File: config.mk
export PLATFORM = sky130hd
export DESIGN_NAME = fetch_unit
export DESIGN_NICKNAME = d
export VERILOG_FILES = /design/src/rtl/rv32_pkg.sv /design/src/rtl/fetch_buf.sv /design/src/rtl/fetch_unit.sv
export SDC_FILE = /design/constraint.sdc
export NUM_CORES = 1
export LEC_CHECK = 0
export BUFFER_PORTS_ARGS = -buffer_cell sky130_fd_sc_hd__clkbuf_2
export CAP_MARGIN = 5
export CORE_MARGIN = 5
export CORE_UTILIZATION = 54
export CTS_CLUSTER_SIZE = 20
export DETAILED_ROUTE_END_ITERATION = 12
export PLACE_DENSITY_LB_ADDON = 0.05
export SETUP_SLACK_MARGIN = 0.2
export SYNTH_ARGS = -nofsm -noshare
export SYNTH_HDL_FRONTEND = slang
export SYNTH_SLANG_ARGS = --single-unit
File: constraint.sdc
create_clock -name clk -period 7.5 [get_ports clk]
set_input_delay 1.5 -clock clk [delete_from_list [all_inputs] [get_ports clk]]
set_output_delay 1.5 -clock clk [all_outputs]
set_load 0.005 [all_outputs]
File: src/rtl/rv32_pkg.sv
// Shared fetch-stage types: FSM states, NOP encoding and instruction buffer entry layout.
package rv32_pkg;

  localparam logic [31:0] NOP = 32'h0000_0013;

  typedef enum logic [1:0] {
    IDLE,
    REQ,
    WAIT
  } fetch_state_t;

  typedef struct packed {
    logic [31:0] pc;
    logic [31:0] inst;
    logic        misalign;
  } fetch_entry_t;

endpackage

File: src/rtl/fetch_buf.sv
// Small instruction FIFO between fetch and decode; flush empties it in one cycle.
module fetch_buf
  import rv32_pkg::*;
#(
  parameter  int unsigned DEPTH = 2,
  localparam int unsigned AW    = $clog2(DEPTH),
  localparam int unsigned CW    = $clog2(DEPTH + 1)
) (
  input  logic         clk,
  input  logic         reset,
  input  logic         push,
  input  fetch_entry_t push_entry,
  input  logic         pop,
  input  logic         flush,
  output logic         valid,
  output fetch_entry_t head,
  output logic [CW-1:0] count
);

  localparam logic [CW-1:0] FULL = CW'(DEPTH);

  fetch_entry_t  mem [DEPTH];
  logic [AW-1:0] rd_ptr;
  logic [AW-1:0] wr_ptr;
  logic          do_push;
  logic          do_pop;

  assign valid   = (count != '0);
  assign do_pop  = pop && valid;
  // A full buffer still accepts a push when the head leaves in the same cycle.
  assign do_push = push && ((count != FULL) || do_pop);
  assign head    = mem[rd_ptr];

  always_ff @(posedge clk or negedge reset) begin
    if (!reset) begin
      rd_ptr <= '0;
      wr_ptr <= '0;
      count  <= '0;
    end else if (flush) begin
      rd_ptr <= '0;
      wr_ptr <= '0;
      count  <= '0;
    end else begin
      if (do_push) wr_ptr <= wr_ptr + 1'b1;
      if (do_pop)  rd_ptr <= rd_ptr + 1'b1;
      count <= count + CW'(do_push) - CW'(do_pop);
    end
  end

  always_ff @(posedge clk) begin
    if (do_push && !flush) mem[wr_ptr] <= push_entry;
  end

endmodule

File: src/rtl/fetch_unit.sv
// Instruction fetch: single-outstanding memory requests feeding a small buffer toward decode.
module fetch_unit
  import rv32_pkg::*;
#(
  parameter logic [31:0] RESET_INST = NOP,
  parameter int unsigned BUF_DEPTH  = 2
) (
  input  logic        clk,
  input  logic        reset,
  input  logic [31:0] pc_in,
  input  logic        flush,
  output logic        pc_hold,
  output logic        imem_req,
  output logic [31:0] imem_addr,
  input  logic        imem_gnt,
  input  logic        imem_rvalid,
  input  logic [31:0] imem_rdata,
  output logic        inst_valid,
  output logic [31:0] inst,
  output logic [31:0] inst_pc,
  output logic        inst_misalign,
  input  logic        id_ready
);

  localparam int unsigned    CW       = $clog2(BUF_DEPTH + 1);
  localparam logic [CW-1:0]  DEPTH_C  = CW'(BUF_DEPTH);
  localparam logic [CW-1:0]  DEPTH_M1 = CW'(BUF_DEPTH - 1);

  fetch_state_t  state;
  logic          drop;
  logic          fault;
  logic [31:0]   req_pc;
  logic          misalign_pc;
  logic          pop;
  logic          push;
  fetch_entry_t  push_entry;
  logic          buf_valid;
  fetch_entry_t  head;
  logic [CW-1:0] count;
  logic          room_after;

  assign misalign_pc = (pc_in[1:0] != 2'b00);
  assign imem_req    = (state == REQ) && !misalign_pc;
  assign imem_addr   = imem_req ? {pc_in[31:2], 2'b00} : '0;
  assign pc_hold     = ~(imem_req & imem_gnt) & ~flush;
  assign pop         = buf_valid & id_ready;
  assign room_after  = (count < DEPTH_M1) || pop;

  always_comb begin
    push       = 1'b0;
    push_entry = '{pc: pc_in, inst: RESET_INST, misalign: 1'b1};
    if (!flush) begin
      if (state == REQ && misalign_pc) begin
        push = 1'b1;
      end else if (state == WAIT && imem_rvalid && !drop) begin
        push       = 1'b1;
        push_entry = '{pc: req_pc, inst: imem_rdata, misalign: 1'b0};
      end
    end
  end

  // fault parks the FSM after a misaligned entry until the PC stage is redirected.
  always_ff @(posedge clk or negedge reset) begin
    if (!reset) begin
      state  <= IDLE;
      drop   <= 1'b0;
      fault  <= 1'b0;
      req_pc <= '0;
    end else begin
      if (flush) fault <= 1'b0;
      unique case (state)
        IDLE: begin
          if (!flush && !fault && (count < DEPTH_C)) state <= REQ;
        end
        REQ: begin
          if (imem_req && imem_gnt) begin
            req_pc <= pc_in;
            drop   <= flush;
            state  <= WAIT;
          end else if (misalign_pc && !flush) begin
            fault <= 1'b1;
            state <= IDLE;
          end
        end
        WAIT: begin
          if (imem_rvalid) begin
            drop <= 1'b0;
            if (flush || drop || room_after) state <= REQ;
            else                             state <= IDLE;
          end else if (flush) begin
            drop <= 1'b1;
          end
        end
        default: state <= IDLE;
      endcase
    end
  end

  fetch_buf #(.DEPTH(BUF_DEPTH)) u_buf (
    .clk        (clk),
    .reset      (reset),
    .push       (push),
    .push_entry (push_entry),
    .pop        (pop),
    .flush      (flush),
    .valid      (buf_valid),
    .head       (head),
    .count      (count)
  );

  assign inst_valid    = buf_valid;
  assign inst          = buf_valid ? head.inst : RESET_INST;
  assign inst_pc       = buf_valid ? head.pc : '0;
  assign inst_misalign = buf_valid & head.misalign;

endmodule

== Yosys cells after proc, flatten, opt, wreduce, memory -nomap -nowiden ==
Memory sizes are Yosys's and may differ from the RTL's.
Index checks and enable logic that the tools add are counted.
Word-level totals
  flip-flop bits (word level): 40
  memory bits (writable): 130
  input port bits: 70
  memories kept: 1
Memories
  u_buf.mem: words 2, bits a word 65, read ports 1, clocked after Yosys merged registers in 0, write ports 1, RTL line fetch_buf.sv:22  | fetch_entry_t mem [DEPTH];
Operators by class
  add/sub/neg operators: 4
  order comparisons: 2
  equality and inequality tests: 8
  muxes and demuxes: 30
  bitwise logic cells: 6
  reductions and logical operators: 28
Operators by type and width (number)
  $mux 65: 3
  $mux 32: 3
  $mux 1: 17
  $logic_and 1x1->1: 11
  $mux 2: 5
  $reduce_bool 2->1: 5
  $ne 2x2->1 const B: 3
  $pmux 2 s3: 1
  $reduce_and 3->1: 2
  $and 1x1->1: 4
  $logic_not 1->1: 4
  $logic_or 1x1->1: 4
  $ne 3x1->1 const B: 1
  $ne 3x3->1 const B: 1
  $add 1x1->1 const B: 2
  $add 2x1->2: 1
  $eq 2x1->1 const B: 1
  $eq 2x2->1 const B: 1
  $logic_not 2->1: 1
  $lt 2x1->1 const B: 1
  $lt 2x2->1 const B: 1
  $ne 2x1->1 const B: 1
  $not 1->1: 2
  $pmux 1 s2: 1
  other kinds (2): 2

== Longest topological paths before layout ==
Gate-level depths: netlist of run 1.
  depth in word-level cells: 10
  gate-level depth with buffers: 9

== Cells and area by module ==
From an unflattened synthesis of run 1, not the netlist that was laid out.
Unflattened totals
  cells, all modules: 503
  area total of the unflattened synthesis: 7825.0 um^2
By module, submodules not included
  fetch_buf: times used 1, cells each 224, area an instance 4926.0 um^2, sequential area each 4003.8 um^2
  fetch_unit: times used 1, cells each 279, area an instance 2899.0 um^2, sequential area each 900.9 um^2

== Worst setup path after synthesis of run 1 ==
No wires, ideal clock.
  path type: input-to-reg
  start: input port pc_in[1]
  end: memory u_buf.mem[1][0] in the netlist's numbering, enable pin
  arrival: 6.555 ns
  path slack: 0.363 ns
  stages: 4
  cell sequence: nor2_1 nor2_1 o21ai_1 nor3b_1
Between the ends
  longest elaborated chain between the ends: 8
RTL lines
  from (decl): RTL line fetch_unit.sv:10  | input logic [31:0] pc_in,
  $reduce_bool 2->1: RTL line fetch_unit.sv:42  | assign misalign_pc = (pc_in[1:0] != 2'b00);
  $logic_and 1x1->1: RTL line fetch_unit.sv:53  | if (state == REQ && misalign_pc) begin
  $mux 1: RTL line fetch_unit.sv:53
  $mux 1: RTL line fetch_unit.sv:52  | if (!flush) begin
  $logic_and 1x1->1: RTL line fetch_buf.sv:31  | assign do_push = push && ((count != FULL) || do_pop);
  $logic_and 1x1->1: RTL line fetch_buf.sv:51  | if (do_push && !flush) mem[wr_ptr] <= push_entry;
  $mux 1: RTL line fetch_buf.sv:51
  $mux 1 (not written as such): RTL line fetch_buf.sv:51
  to (decl): RTL line fetch_buf.sv:22
Every way passes these cells.

== Worst setup path in the final report of run 1 ==
  start: input port pc_in[1]
  end: output port pc_hold
Between the ends
  longest elaborated chain between the ends: 6
RTL lines
  $reduce_bool 2->1: RTL line fetch_unit.sv:42
  $logic_not 1->1: RTL line fetch_unit.sv:43  | assign imem_req = (state == REQ) && !misalign_pc;
  $logic_and 1x1->1: RTL line fetch_unit.sv:43
  $and 1x1->1: RTL line fetch_unit.sv:45  | assign pc_hold = ~(imem_req & imem_gnt) & ~flush;
  $not 1->1: RTL line fetch_unit.sv:45
  $and 1x1->1: RTL line fetch_unit.sv:45
  to (decl): RTL line fetch_unit.sv:12  | output logic pc_hold,
Every way passes these cells.

==> results of run 1 <==
sequential cells by signal, indices dropped and copies added, names as in the netlist:
register,flops
u_buf.mem,130
drop,1
u_buf.wr_ptr,1
fault,1
req_pc,32
u_buf.rd_ptr,1
state,2
u_buf.count,2
cell usage in the layout, fill, tap and decap left out, types with 2 or more instances in the layout:
cell / synthesis / layout
a21oi_1: 2 / 2
and2_1: 62 / 62
buf_4: 2 / 6
bufinv_16: 0 / 4
clkbuf_16: 0 / 17
clkbuf_2: 0 / 167
clkinv_1: 0 / 2
clkinv_2: 0 / 4
clkinvlp_4: 0 / 3
conb_1: 1 / 2
dfrtp_1: 40 / 39
edfxtp_1: 130 / 130
ha_1: 2 / 2
inv_1: 5 / 5
mux2i_1: 65 / 65
nand2_1: 191 / 191
nand2b_1: 4 / 4
nor2_1: 73 / 73
nor2b_1: 2 / 2
nor3_2: 0 / 2
o21ai_0: 2 / 2
xnor2_1: 2 / 2
layer usage:
layer,part of all wire,GRT usage
met1,0.42,0.236
met2,0.50,0.327
met3,0.065,0.0496
met4,0.019,0.0719
met5,0,0
stage by stage:
step                cell area [sq um]  hold slack (ns)
floorplan                        7390            0.444
detailed placement               8320            0.462
finish                           8920            0.472
CTS                              8920            0.477
global route                     8920            0.488
global placement                 8320            0.457
Yosys cell counts, types with 2 or more instances:
cell and number:
nand2b_1 4, and2_1 62, mux2i_1 65, nor2_1 73, nand2_1 191, dfrtp_1 40
o21ai_0 2, a21oi_1 2, buf_4 2, nor2_2 2, edfxtp_1 130, clkbuf_1 13
xnor2_1 2, nor3_1 2, ha_1 2, buf_2 18, inv_1 5, nor2b_1 2
buf_6 4
worst max-delay path, cell delays in order:
cell and delay [ns]:
clkbuf_2 0.12, or3b_4 0.41, nor2_2 0.08, buf_4 0.35
nor2_1 0.08, clkbuf_2 0.12
final timing paths:
path | to | slack [ns] | depth (start not counted)
max in group asynchronous | u_buf.rd_ptr | 5.47 | 1
hold / removal | req_pc[25] | 0.47 | 2
hold reg to reg | req_pc[25] | 0.47 | 2
setup / recovery | pc_hold | 3.35 | 6
setup reg to reg | u_buf.mem[1][9] | 4.42 | 5
min in group asynchronous | req_pc[14] | 1.26 | 1
cell type report:
| cell class | instances | area [sq um] |
|---|---|---|
| Clock buffer | 17 | 425 |
| Clock inverter | 14 | 179 |
| Fill cell | 1047 | 4430 |
| Inverter | 5 | 18.8 |
| Multi-Input combinational cell | 424 | 2290 |
| Sequential cell | 170 | 4910 |
| Tap cell | 176 | 220 |
| Timing Repair Buffer | 173 | 881 |
cell families (layout without fill, tap and decap cells):
kind of cell,Yosys count,count (layout),synth area share
AO/OA/AOI/OAI,7,7,0.00576
XOR/XNOR,3,3,0.00356
adder cells (fa/ha/maj),2,2,0.00339
buffers and inverters,42,209,0.0295
flip-flops,170,170,0.664
multiplexers,66,66,0.0896
other,1,2,0.000508
AND/OR/NAND/NOR,344,344,0.203
power by group:
part	switching (mW)	internal [mW]	total (mW)
clock	0.336	0.550	0.887
combinational	0.360	0.282	0.642
sequential	0.123	1.20	1.32
total	0.820	2.03	2.85
==> results.sh, run 1 <==
export IMPL_worst_pin_slew_ns=1.19
export IMPL_ir_worst_vdd_v=0.000152
export IMPL_p_per_area_nw_per_um2=320
export IMPL_setup_tns_ns=0
export IMPL_start_util=0.553
export IMPL_antenna_found_initial=0
export IMPL_cp_max_fo=32
export IMPL_grt_pass1_wl_um=24100
export IMPL_cts_tree="yes"
export IMPL_synth_top_cells_by_area="edfxtp_1 53%, dfrtp_1 14%, nand2_1 9.7%"
export IMPL_ys_ff_latch=170
export IMPL_synth_edf_count=130
export IMPL_hold_violations=0
export IMPL_grt_pass1_vias=4971
export IMPL_ctsHoldBuffers=0
export IMPL_preCtsSetupSlack_ns=3.34
export IMPL_worstSetupStartpoint="pc_in[1]"
export IMPL_utilization=0.668
export IMPL_fmax_ghz=0.241
export IMPL_clk_path_buf_depth=2
export IMPL_synth_top_cell_area_share=0.529
export IMPL_synth_cell_types=33
export IMPL_synth_seq_area_share=0.664
export IMPL_leakagePower_nw=3.83
export IMPL_yosys_area_top_type="edfxtp_1"
export IMPL_layout_drive_gt1_share=0.264
export IMPL_cts_buffers=17
export IMPL_yosys_warnings=0
export IMPL_io_pins=170
export IMPL_overflow=0
export IMPL_ys_async_sr_fraction=0.235
export IMPL_portBuffers=167
export IMPL_rows=42
export IMPL_rsz0062_at_grt="false"
export IMPL_core_area_sq_um=13300
export IMPL_crit_path_end_kind="primary output"
export IMPL_path_clk_slew_ns=0.06
export IMPL_post_route_drc_count=0
export IMPL_worstPathArrival_ns=2.65
export IMPL_final_setup_worst_slack_ns=3.35
export IMPL_crit_type="in2out"
export IMPL_cts_sinks=170
export IMPL_status="finished clean"
export IMPL_slew_viol_final=0
export IMPL_area_delta_synth_final_pct=20.8
export IMPL_gp_congestion=0.781
export IMPL_drt_antenna_violating_nets=0
export IMPL_maxCapViolCount=0
export IMPL_die_h_um=127
export IMPL_wl_um=15100
export IMPL_worst_clock_skew_ns=0.00390
export IMPL_synthesis_instances=635
export IMPL_finalNetCount=863
export IMPL_syn_avg_cell_area_sq_um=11.6
export IMPL_r2r_start="state[1]"
export IMPL_synth_area_sq_um=7380
export IMPL_finalSetupViolations=0
export IMPL_slew_headroom=0.208
export IMPL_grt_start_max_net_pins=67
export IMPL_vias_per_cell=5.04
export IMPL_worstPathRequired_ns=6.00
export IMPL_ctsResizeCount=0
export IMPL_die_x_um=127
export IMPL_crit_path_start_kind="input pin"
export IMPL_dieArea_sq_um=16100
export IMPL_power_mw=2.85
export IMPL_drtIter0Drc=258
export IMPL_firstDrtPassIters=5
export IMPL_htreeDepth=4
export IMPL_period_share=0.554
export IMPL_hold_path_class="reg2reg"
export IMPL_num_vias=4931
export IMPL_clock_latency_ns=0.42
export IMPL_min_period_ns=4.15
export IMPL_post_drt_wl_per_cell_um=15.4
export IMPL_antennaDiodeCount=0
export IMPL_stdcell_count=979
export IMPL_cts_setup_buffers=0
export IMPL_min_from="req_pc[25]"
export IMPL_cts_root_buf="clkbuf_16"
export IMPL_track_usage=0.192
export IMPL_post_dp_hpwl_um=9250
export IMPL_ys_flop_type="edfxtp_1"
export IMPL_dp_cells=948
(Power assumes the default switching activity.)
==> inputs of run 2 (changes only) <==
- clock period: 7.5 -> 3.95 ns (I/O delays scaled with it)
==> run 2 against run 1 <==
Non-clock buffer count up 8. Die area stayed put. Combinational power increased by 100%. Routed wire length is 1.2% higher. Flip-flop and latch count stayed put. Utilization rose by 0.40 points. Hold slack got worse by 0.14 ns. Design area is 0.60% higher. Sequential share of layout area fell by 0.33 points.
==> results.sh, run 2 (synthesized netlist as in run 1, its figures left out) <==
export IMPL_status="finished clean"
export IMPL_preCtsSetupSlack_ns=1.31
export IMPL_reg_largest_list="u_buf.mem: 130 flops, req_pc: 32 flops"
export IMPL_cts_sinks=170
export IMPL_netSwitchingFraction=0.291
export IMPL_firstDrtPassIters=4
export IMPL_p_comb_frac=0.240
export IMPL_overflow=0
export IMPL_worst_clock_skew_ns=0.00679
export IMPL_crit_path_start_kind="flip-flop"
export IMPL_worstPathRequired_ns=3.16
export IMPL_cp_num_buf_inv=2
export IMPL_ir_worst_vdd_v=0.000358
export IMPL_finalNetCount=871
export IMPL_crit_chain="buf_4 -> mux2i_1 -> nor2_1 -> clkbuf_2"
export IMPL_drtIter0Drc=253
export IMPL_crit_path_end_kind="primary output"
export IMPL_utilization=0.672
export IMPL_die_x_um=127
export IMPL_final_cell_mix="191 x nand2_1, 167 x clkbuf_2, 130 x edfxtp_1, 73 x nor2_1, 65 x mux2i_1"
export IMPL_rows=42
export IMPL_cp_top_family="flip-flops"
export IMPL_worst_pin_slew_ns=0.891
export IMPL_finalSetupViolations=0
export IMPL_slew_viol_final=0
export IMPL_crit_type="reg2out"
export IMPL_final_common_cell="nand2_1"
export IMPL_hold_slack_ns=0.336
export IMPL_post_drt_wl_per_cell_um=15.4
export IMPL_p_per_area_nw_per_um2=600
export IMPL_clock_latency_ns=0.42
export IMPL_cts_root_buf="clkbuf_16"
export IMPL_portBuffers=167
export IMPL_io_pins=170
export IMPL_placed_cell_area_sq_um=8390
export IMPL_ctsResizeCount=0
export IMPL_pwr_share_seq=0.458
export IMPL_track_usage=0.195
export IMPL_die_h_um=127
export IMPL_slowest_delay_ns=0.87
export IMPL_antenna_found_initial=0
export IMPL_cp_max_fo=37
export IMPL_layout_drive_gt1_share=0.271
export IMPL_period_share=0.726
export IMPL_grt_pass1_wl_um=24500
export IMPL_fmax_ghz=0.349
export IMPL_path_clk_slew_ns=0.06
export IMPL_cts_tree="yes"
export IMPL_p_sw_mw=1.57
export IMPL_cts_buffers=17
export IMPL_final_area_sq_um=8970
export IMPL_cts_setup_buffers=0
export IMPL_area_delta_synth_final_pct=21.5
export IMPL_pwr_share_clk=0.302
export IMPL_post_dp_hpwl_um=9950
export IMPL_top_register="u_buf.mem"
export IMPL_grt_pass1_vias=4959
export IMPL_core_area_sq_um=13300
export IMPL_htreeDepth=4
export IMPL_gp_congestion=0.833
export IMPL_worstPathArrival_ns=2.08
export IMPL_num_vias=4972
export IMPL_start_util=0.553
export IMPL_largest_register_ffs=130
export IMPL_min_period_ns=2.87
export IMPL_post_route_drc_count=0
export IMPL_antennaDiodeCount=0
export IMPL_drt_antenna_violating_nets=0
export IMPL_hold_violations=0
export IMPL_dieArea_sq_um=16100
export IMPL_final_setup_worst_slack_ns=1.08
export IMPL_maxCapViolCount=0
export IMPL_vias_per_cell=5.03
export IMPL_leakagePower_nw=3.87
export IMPL_grt_start_max_net_pins=66
export IMPL_ctsHoldBuffers=0
export IMPL_hold_path_class="in2async"
export IMPL_clk_path_buf_depth=2
export IMPL_setup_tns_ns=0
export IMPL_p_int_mw=3.82
export IMPL_slew_headroom=0.406
export IMPL_wl_um=15200
export IMPL_slowest_stage="dfrtp_4"
export IMPL_rsz0062_at_grt="false"
==> run 2: changes by cell type in the layout (fill, tap and decap cells not counted), sizes merged <==
cell,previous run,this run
buf,6,14
clkbuf,184,186
clkinv,6,8
bufinv,4,3
clkinvlp,3,2
inv,6,5
==> run 2: routing by layer <==
metal,up-vias,share of wire,track usage
met5,-,0,0
met4,0,0.014,0.0644
met3,18,0.063,0.0446
met2,157,0.51,0.347
met1,2357,0.41,0.234
li1,2440,-,-
==> run 2: layout make-up <==
cell class | count | area, sq um
inverter | 5 | 18.8
tap | 176 | 220
timing repair buffer | 181 | 941
sequential | 170 | 4910
fill | 1043 | 4370
clock buffer | 19 | 433
multi-input combinational | 424 | 2300
clock inverter | 13 | 153
==> run 2: final timing paths <==
path / from / end / cells past startpoint / slack [ns]
worst min-delay path: reset / req_pc[16] / 1 / 0.34
worst min register to register: req_pc[25] / req_pc[25] / 2 / 0.48
min in group clk: req_pc[25] / req_pc[25] / 2 / 0.48
worst max-delay path: u_buf.rd_ptr / inst[13] / 4 / 1.08
worst max register to register: u_buf.count[1] / u_buf.count[1] / 9 / 1.60
max in group asynchronous: reset / u_buf.rd_ptr / 2 / 2.87
==> run 2: power groups by stage <==
stage          Clock (mW)  Sequential, mW  Combinational, mW
6_report             1.63            2.47               1.29
5_1_grt              1.75            2.50               1.46
4_1_cts              1.66            2.47               1.32
3_5_place_dp            0            2.51               1.32
3_3_place_gp            0            2.49               1.29
2_1_floorplan           0            2.41              0.856
==> run 2: worst reg2reg max path, stage by stage (launching register included) <==
cell and delay [ns]:
dfrtp_1 0.45, nor2_4 0.43, inv_1 0.21, and2_1 0.25
ha_1 0.28, inv_1 0.04, ha_1 0.19, xor2_1 0.17
xnor2_1 0.14, nor2_1 0.06
==> run 2: through the flow <==
step / instances / power (mW)
final: 988 / 5.39
after CTS: 988 / 5.45
after floorplan: 636 / 3.27
after global routing: 988 / 5.71
after global placement: 956 / 3.78
after detailed placement: 956 / 3.83
